`config.mk`:
```
export PLATFORM = sky130hd
export DESIGN_NAME = sprite_layer
export DESIGN_NICKNAME = d
export VERILOG_FILES = /design/src/rtl/vga_pkg.sv /design/src/rtl/sprite_ram.sv /design/src/rtl/sprite_layer.sv
export SDC_FILE = /design/constraint.sdc
export NUM_CORES = 2
export LEC_CHECK = 0
export ABC_AREA = 1
export CAP_MARGIN = 20
export CORE_ASPECT_RATIO = 2
export CORE_MARGIN = 4
export CORE_UTILIZATION = 35
export CTS_CLUSTER_SIZE = 20
export DETAILED_ROUTE_END_ITERATION = 8
export GPL_ROUTABILITY_DRIVEN = 0
export HOLD_SLACK_MARGIN = 0.1
export SLEW_MARGIN = 15
export SYNTH_ARGS = -nofsm -noshare
export SYNTH_HDL_FRONTEND = slang
export SYNTH_SLANG_ARGS = --single-unit
export TNS_END_PERCENT = 5
```
`constraint.sdc`:
```
create_clock -name clk -period 2.29 [get_ports clk]
set_input_delay 0.3435 -clock clk [delete_from_list [all_inputs] [get_ports clk]]
set_output_delay 0.3435 -clock clk [all_outputs]
set_load 0.005 [all_outputs]
```
`src/rtl/vga_pkg.sv`:
```
// Shared VGA-path definitions.
//   colour_t       : 12-bit RGB444 pixel
//   TRANSPARENT    : colour value meaning "no pixel from this source"
//   DEF_H_ACTIVE   : default visible pixels per line
//   DEF_V_ACTIVE   : default visible lines per frame
//   CNT_W          : width of the raster counters hcount/vcount
package vga_pkg;

  typedef logic [11:0] colour_t;

  localparam colour_t TRANSPARENT  = 12'h000;
  localparam int      DEF_H_ACTIVE = 640;
  localparam int      DEF_V_ACTIVE = 480;
  localparam int      CNT_W        = 10;

endpackage

```
`src/rtl/sprite_ram.sv`:
```
// Sprite bitmap store: DEPTH x colour_t simple dual-port RAM.
// One write port and one read port on the same clock. The read is registered
// and read-first: a read and a write to the same address in one cycle return
// the old contents. Contents are not reset.
// Ports:
//   clk    in   clock
//   we     in   write strobe
//   waddr  in   write address
//   wdata  in   write colour
//   raddr  in   read address (sampled every cycle)
//   rdata  out  registered read data, one cycle after raddr
module sprite_ram
  import vga_pkg::*;
#(
  parameter  int DEPTH = 256,
  localparam int AW    = $clog2(DEPTH)
) (
  input  logic          clk,
  input  logic          we,
  input  logic [AW-1:0] waddr,
  input  colour_t       wdata,
  input  logic [AW-1:0] raddr,
  output colour_t       rdata
);

  colour_t mem [DEPTH];
  colour_t rdata_reg;

  // Both ports in one process: the read samples mem before the write lands,
  // which gives read-first behaviour on an address collision.
  always_ff @(posedge clk) begin
    if (we) begin
      mem[waddr] <= wdata;
    end
    rdata_reg <= mem[raddr];
  end

  assign rdata = rdata_reg;

endmodule

```
`src/rtl/sprite_layer.sv`:
```
// Single hardware sprite colour source for the VGA path.
// Emits the sprite texel colour for the current raster position, or
// TRANSPARENT (12'h000) when the sprite does not cover it. Position and
// enable are written by the CPU into shadow registers and copied into the
// active registers at frame_start, so a frame never shows a half-moved sprite.
// Fixed latency of 2 clocks from hcount/vcount/de to pix_out.
// Optional feature: define SPRITE_HFLIP_EN to add the hflip input, a
// horizontal mirror flag buffered the same way as the position.
// Ports:
//   clk          in   pixel clock
//   rst_n        in   asynchronous active-low reset
//   hcount       in   current pixel column
//   vcount       in   current line
//   de           in   display enable (active video)
//   frame_start  in   one-cycle pulse at the start of a frame
//   bm_we        in   bitmap write strobe
//   bm_addr      in   bitmap address, row*SPR_W+col
//   bm_data      in   bitmap colour (12'h000 = transparent texel)
//   pos_we       in   shadow position/enable write strobe
//   pos_x        in   new top-left column
//   pos_y        in   new top-left line
//   spr_en       in   new sprite-visible flag
//   hflip        in   new mirror flag (SPRITE_HFLIP_EN builds only)
//   pix_out      out  sprite colour or 12'h000
module sprite_layer
  import vga_pkg::*;
#(
  parameter  int SPR_W    = 16,
  parameter  int SPR_H    = 16,
  parameter  int H_ACTIVE = DEF_H_ACTIVE,
  parameter  int V_ACTIVE = DEF_V_ACTIVE,
  localparam int AW       = $clog2(SPR_W*SPR_H)
) (
  input  logic             clk,
  input  logic             rst_n,
  input  logic [CNT_W-1:0] hcount,
  input  logic [CNT_W-1:0] vcount,
  input  logic             de,
  input  logic             frame_start,
  input  logic             bm_we,
  input  logic [AW-1:0]    bm_addr,
  input  logic [11:0]      bm_data,
  input  logic             pos_we,
  input  logic [CNT_W-1:0] pos_x,
  input  logic [CNT_W-1:0] pos_y,
  input  logic             spr_en,
`ifdef SPRITE_HFLIP_EN
  input  logic             hflip,
`endif
  output logic [11:0]      pix_out
);

  localparam int CW = $clog2(SPR_W);
  localparam int RW = $clog2(SPR_H);

  // ---------------------------------------------------------------------
  // Shadow and active position registers
  // ---------------------------------------------------------------------
  logic [CNT_W-1:0] x_shadow_reg, y_shadow_reg;
  logic [CNT_W-1:0] x_act_reg, y_act_reg;
  logic             en_shadow_reg, en_act_reg;

  always_ff @(posedge clk or negedge rst_n) begin
    if (!rst_n) begin
      x_shadow_reg  <= '0;
      y_shadow_reg  <= '0;
      en_shadow_reg <= 1'b0;
      x_act_reg     <= '0;
      y_act_reg     <= '0;
      en_act_reg    <= 1'b0;
    end else begin
      if (pos_we) begin
        x_shadow_reg  <= pos_x;
        y_shadow_reg  <= pos_y;
        en_shadow_reg <= spr_en;
      end
      // A write coinciding with frame_start bypasses the shadow so the new
      // value is not lost for a whole frame.
      if (frame_start) begin
        x_act_reg  <= pos_we ? pos_x  : x_shadow_reg;
        y_act_reg  <= pos_we ? pos_y  : y_shadow_reg;
        en_act_reg <= pos_we ? spr_en : en_shadow_reg;
      end
    end
  end

`ifdef SPRITE_HFLIP_EN
  logic flip_shadow_reg, flip_act_reg;

  always_ff @(posedge clk or negedge rst_n) begin
    if (!rst_n) begin
      flip_shadow_reg <= 1'b0;
      flip_act_reg    <= 1'b0;
    end else begin
      if (pos_we) begin
        flip_shadow_reg <= hflip;
      end
      if (frame_start) begin
        flip_act_reg <= pos_we ? hflip : flip_shadow_reg;
      end
    end
  end
`endif

  // ---------------------------------------------------------------------
  // Stage 1: hit test and bitmap address
  // ---------------------------------------------------------------------
  // One extra bit so that a raster position left of / above the sprite
  // yields a large value (sign bit set) instead of wrapping into range.
  logic [CNT_W:0] dh, dv;
  logic           hit_h, hit_v, in_visible, hit;
  logic [CW-1:0]  col;
  logic [RW-1:0]  row;
  logic [AW-1:0]  rd_addr;

  assign dh = {1'b0, hcount} - {1'b0, x_act_reg};
  assign dv = {1'b0, vcount} - {1'b0, y_act_reg};

  assign hit_h      = !dh[CNT_W] && (dh < (CNT_W+1)'(SPR_W));
  assign hit_v      = !dv[CNT_W] && (dv < (CNT_W+1)'(SPR_H));
  assign in_visible = (hcount < CNT_W'(H_ACTIVE)) && (vcount < CNT_W'(V_ACTIVE));
  assign hit        = en_act_reg && de && in_visible && hit_h && hit_v;

`ifdef SPRITE_HFLIP_EN
  assign col = flip_act_reg ? (CW'(SPR_W-1) - dh[CW-1:0]) : dh[CW-1:0];
`else
  assign col = dh[CW-1:0];
`endif
  assign row = dv[RW-1:0];

  // SPR_W is a power of two, so row*SPR_W+col is a plain concatenation.
  assign rd_addr = {row, col};

  colour_t ram_q;

  sprite_ram #(
    .DEPTH (SPR_W*SPR_H)
  ) u_ram (
    .clk   (clk),
    .we    (bm_we),
    .waddr (bm_addr),
    .wdata (bm_data),
    .raddr (rd_addr),
    .rdata (ram_q)
  );

  // ---------------------------------------------------------------------
  // Stage 2: select texel or transparent
  // ---------------------------------------------------------------------
  logic    hit_d_reg;
  colour_t pix_reg;

  always_ff @(posedge clk or negedge rst_n) begin
    if (!rst_n) begin
      hit_d_reg <= 1'b0;
      pix_reg   <= TRANSPARENT;
    end else begin
      hit_d_reg <= hit;
      pix_reg   <= hit_d_reg ? ram_q : TRANSPARENT;
    end
  end

  assign pix_out = pix_reg;

endmodule

```
; Word level (Yosys, flattened, before mapping)
; Memory sizes are Yosys's and may differ from the RTL's. A register that Yosys moved wholly into a read port is not among the register bits.
; Cells that the tools add are included.
[classes]
addsub = 2
n_mul = 0
div_mod_pow = 0
magnitude_cmp = 4
eq_ne = 0
shifts = 0
mux = 6
bitwise = 0
reduce_logical = 9
[ops]
columns = operator, n
row1 = $lt A11 B5 Y1 const B, 2
row2 = $sub A10 B10 Y11, 2
row3 = $mux W10, 2
row4 = $mux W12, 1
row5 = $lt A10 B10 Y1 const B, 1
row6 = $lt A10 B9 Y1 const B, 1
row7 = $logic_and A1 B1 Y1, 7
row8 = $mux W1, 3
row9 = $logic_not A1 Y1, 2
[totals]
register_bits = 55
latchBits = 0
mem_bits_rw = 3072
rom_bits = 0
inputBits = 67
output_inout_bits = 12
elab_cells = 30
mem_count = 1
[mem_list]
columns = name, words, word_bits, read_ports, rd_clocked_by_memory_dff, wr, line_no
row1 = u_ram.mem, 256, 12, 1, 1, 1, sprite_ram.sv:26  ; colour_t mem [DEPTH];

; Logic depth before layout (Yosys ltp)
[logic_depth]
depth_word = 5
depth_mapped = 20
depth_no_buf = 15

; Cells and area by module
; A second synthesis with hierarchy kept.
[hier_totals]
hier_cells = 10677
area_unflattened_um2 = 127996.5
[modules_own_cells]
columns = mod, n_inst, cells_each, area_per_inst_um2, seq_area_each_um2
row1 = sprite_ram, 1, 10311, 124881.0, 92488.7
row2 = sprite_layer, 1, 366, 3115.5, 1376.3

; Worst setup path before layout
; OpenSTA, ideal clock, no wires.
[synth_path]
path_type = input to register
startpoint = input port hcount[0]
endpoint = register u_ram.rdata_reg[10], in the netlist u_ram.rdata[10] (read register of u_ram.mem)
setup_ps = 58
arrival_ps = 2435
t_required_ps = 2232
setup_slack_ps = -204
cell_stages = 16
n_path_buf = 3
path_cell_list = inv_1 > ha_1 > fa_1 > buf_4 > clkbuf_1 > clkbuf_1 > nand3_1 > nand3_1 > nand2_1 > nand2_1 > nand3_1 > nand3_1 > nand3_1 > nand2_1 > nand2_1 > nand2_1
[synth_between]
elab_chain_len = 1
[synth_rtl]
columns = item, line_no
row1 = start: declaration, sprite_layer.sv:36  ; input logic [CNT_W-1:0] hcount,
row2 = $sub A10 B10 Y11, sprite_layer.sv:116  ; assign dh = {1'b0, hcount} - {1'b0, x_act_reg};
row3 = end: declaration, sprite_ram.sv:27  ; colour_t rdata_reg;
; No other way between the ends.
; A chain may end at the register's enable or synchronous reset.

; Worst setup path after layout
[layout_path]
startpoint = register x_act_reg[0]
endpoint = register u_ram.rdata_reg[9], in the netlist u_ram.rdata[9] (read register of u_ram.mem)
[layout_between]
elab_chain_len = 1
[layout_rtl]
columns = item, line_no
row1 = start: declaration, sprite_layer.sv:60  ; logic [CNT_W-1:0] x_act_reg, y_act_reg;
row2 = start signal: assignment, sprite_layer.sv:80  ; x_act_reg <= pos_we ? pos_x : x_shadow_reg;
row3 = $sub A10 B10 Y11, sprite_layer.sv:116
; No other way between the ends.

==> results.sh <==
export IMPL_cts_sinks=3139
export IMPL_layout_drive_gt1_share_pct=14.4
export IMPL_ant_nets=0
export IMPL_synth_ff_type="edfxtp_1"
export IMPL_hp_start="frame_start"
export IMPL_path_cells="ha_4, fa_4, buf_12, inv_16, buf_16, buf_16, nand3_1, nand3_1, nand2_1, nand2_2, nand3_1, nand3_1, nand3_2, nand2_1, nand2_1, nand2_1"
export IMPL_r2r_cells=16
export IMPL_critPathKind="register to register"
export IMPL_synthArstFlopShare_pct=1.75
export IMPL_max_stage_delay_ns=0.60
export IMPL_max_slew_margin_pct=54.7
export IMPL_grt_max_degree=82
export IMPL_die_area_um2=388000
export IMPL_cp_required_ns=3.14
export IMPL_finalWorstSetupSlack_ns=-1.31
export IMPL_root_buffer="clkbuf_16"
export IMPL_post_place_ws_ns=-2.20
export IMPL_initial_utilization_pct=35.2
export IMPL_yosysMostFrequentCell="nand2_1"
export IMPL_crit_fanout=43
export IMPL_rows=318
export IMPL_ff2ff_setup_slack_ns=-1.31
export IMPL_reg2reg_from="x_act_reg[0]$_DFFE_PN0P_"
export IMPL_firstDrtPassIters=8
export IMPL_synth_cell_types=32
export IMPL_dr_first_iter_drc_count=8040
export IMPL_vias_per_cell=5.05
export IMPL_whs_ns=0.216
export IMPL_routed_via_count=93001
export IMPL_crit_family="simple AND/OR/NAND/NOR gates"
export IMPL_cts_htree_levels=5
export IMPL_largest_reg_flops=3072
export IMPL_fin_crit_sh_pct=157
export IMPL_nets=13352
export IMPL_crit_reg2reg_capture="u_ram.rdata[9]$_DFF_P_"
export IMPL_max_freq_ghz=0.278
export IMPL_grt_pass1_vias=91501
export IMPL_setup_worst_path_end_class="register"
export IMPL_synth_edf_count=3072
export IMPL_vdd_ir_drop_worst_mv=0.667
export IMPL_ys_ff_latch=3139
export IMPL_antenna_found_initial=10
export IMPL_min_path_type="primary input to register"
export IMPL_die_width_um=443
export IMPL_hold_viol=0
export IMPL_yosys_warnings=0
export IMPL_period_needed_ns=3.60
export IMPL_yosysSeqAreaShare_pct=71.0
export IMPL_netlist_top_cells_area="edfxtp_1, nand2_1, nand3_1"
export IMPL_start_kind="register"
export IMPL_clkSlewWorstSetupHoldPaths_ns=0.07
export IMPL_clock_latency_ns=0.91
export IMPL_rsz0062_at_grt="yes"
export IMPL_hold_depth=3
export IMPL_yosysTopAreaCellShare_pct=69.8
export IMPL_syn_area_um2=132000
export IMPL_syn_inst=12345
export IMPL_grt_usage_pct=22.3
export IMPL_p_leak_nw=62.8
export IMPL_setup_viol=13
export IMPL_area_growth_pct=21.2
export IMPL_numCtsBuffers=273
export IMPL_slew_viol_final=0
export IMPL_core_area_um2=376000
export IMPL_synth_area_per_cell_um2=10.7
export IMPL_cts_tree="done"
export IMPL_synth_top_area_cell="edfxtp_1"
export IMPL_fin_util_pct=42.6
export IMPL_overflow=0
export IMPL_wire_per_inst_um=24.2
export IMPL_hold_end="en_act_reg$_DFFE_PN0P_"
export IMPL_place_hpwl_um=302000
export IMPL_power_density_nw_per_um2=952
export IMPL_yosys_top_cells_count="nand2_1, edfxtp_1, nand3_1"
export IMPL_cp_slowest_cell="fa_4"
export IMPL_wl_um=446000
export IMPL_chipHeight_um=877
export IMPL_io_pins=79
export IMPL_drc=0
export IMPL_totalPowerFinal_mw=153
export IMPL_crit_buf_inv=4
export IMPL_clk_path_buf_depth=4
export IMPL_tightest_slew_ns=0.680
export IMPL_syn_num_nets=12434
export IMPL_portBuffers=78
export IMPL_violations="setup timing"
export IMPL_fin_skew_ns=0.0659
export IMPL_grt_pass1_wl_um=633000
export IMPL_drv_cap=0
export IMPL_critPathArrivalTime_ns=4.45
export IMPL_status="finished, violations left"
tightest hold or removal path, cell delays in order:
cell and delay (ns):
clkdlybuf4s50_1 0.52, nand2_1 0.12, o21ai_0 0.07
worst max path at each step:
stage                                  start  cells past startpoint                 endpoint  slack (ns)
finish              x_act_reg[0]$_DFFE_PN0P_                     16   u_ram.rdata[9]$_DFF_P_       -1.31
global route        x_act_reg[0]$_DFFE_PN0P_                     16   u_ram.rdata[9]$_DFF_P_       -1.35
CTS                 x_act_reg[0]$_DFFE_PN0P_                     19   u_ram.rdata[3]$_DFF_P_       -1.26
detailed placement                 hcount[0]                     18   u_ram.rdata[6]$_DFF_P_       -2.20
global placement                   hcount[0]                     18   u_ram.rdata[6]$_DFF_P_       -2.19
floorplan                          hcount[0]                     17  u_ram.rdata[10]$_DFF_P_       -0.09
cells in the final DEF, fill, tap and decap left out, types with 45 or more instances in the layout:
| master | count |
|---|---|
| nand3_1 | 1303 |
| nand2_2 | 82 |
| o21ai_0 | 514 |
| inv_1 | 709 |
| clkinv_1 | 46 |
| nand2_1 | 4301 |
| clkbuf_1 | 49 |
| dfrtp_1 | 55 |
| clkinv_2 | 45 |
| clkdlybuf4s50_1 | 57 |
| clkbuf_16 | 280 |
| buf_12 | 335 |
| edfxtp_1 | 3072 |
| buf_4 | 870 |
| nand3_2 | 106 |
| nor2_1 | 1290 |
logic make-up after synthesis:
logic type | synth area share (%)
buf+inv | 4.56
xor+xnor | 0.0644
simple gates | 21.8
compound gates | 2.11
mux | 0.196
flops | 71.0
fa+ha+maj | 0.220
timing repair:
action / in CTS / in global routing
gates resized for setup: 282 / 44
endpoints found under the hold margin: 1011 / 0
hold buffers: 35 / 0
buffers inserted: 20 / 0
cloned: 12 / 0
setup endpoints to repair: 21 / 13
pin swaps: 27 / 12
through the flow:
step / instances / instance area, um2 / setup TNS (ns)
4_1_cts: 18418 / 160000 / -15.07
3_5_place_dp: 17881 / 149000 / -224.59
6_report: 18433 / 160000 / -14.52
3_3_place_gp: 17881 / 149000 / -208.63
5_1_grt: 18419 / 160000 / -15.84
2_1_floorplan: 12345 / 132000 / -1.10
report_power, final:
group          total [mW]  leakage, nW  internal [mW]  switching, mW
sequential           63.6         28.4           63.3          0.318
clock                45.8         4.16           24.7           21.1
combinational        43.1         30.3           14.5           28.6
routing by layer:
metal	GRT usage, %	vias to the layer above	routed length [um]
met2	40.2	3576	228000
met5	0	-	42
met3	2.96	1255	25300
li1	-	43029	-
met4	20.1	6	48200
met1	22.4	45135	143000
cell type report:
cell class / instances / area, um2
fill: 34850 / 215000
sequential: 3139 / 93900
multi-input combinational: 7776 / 33600
timing repair buffer: 1358 / 15300
clock buffer: 331 / 7220
tap: 4960 / 6210
inverter: 714 / 2720
clock inverter: 139 / 1260
antenna: 15 / 37.5
timing repair inverter: 1 / 8.76
(Power assumes the default switching activity.)
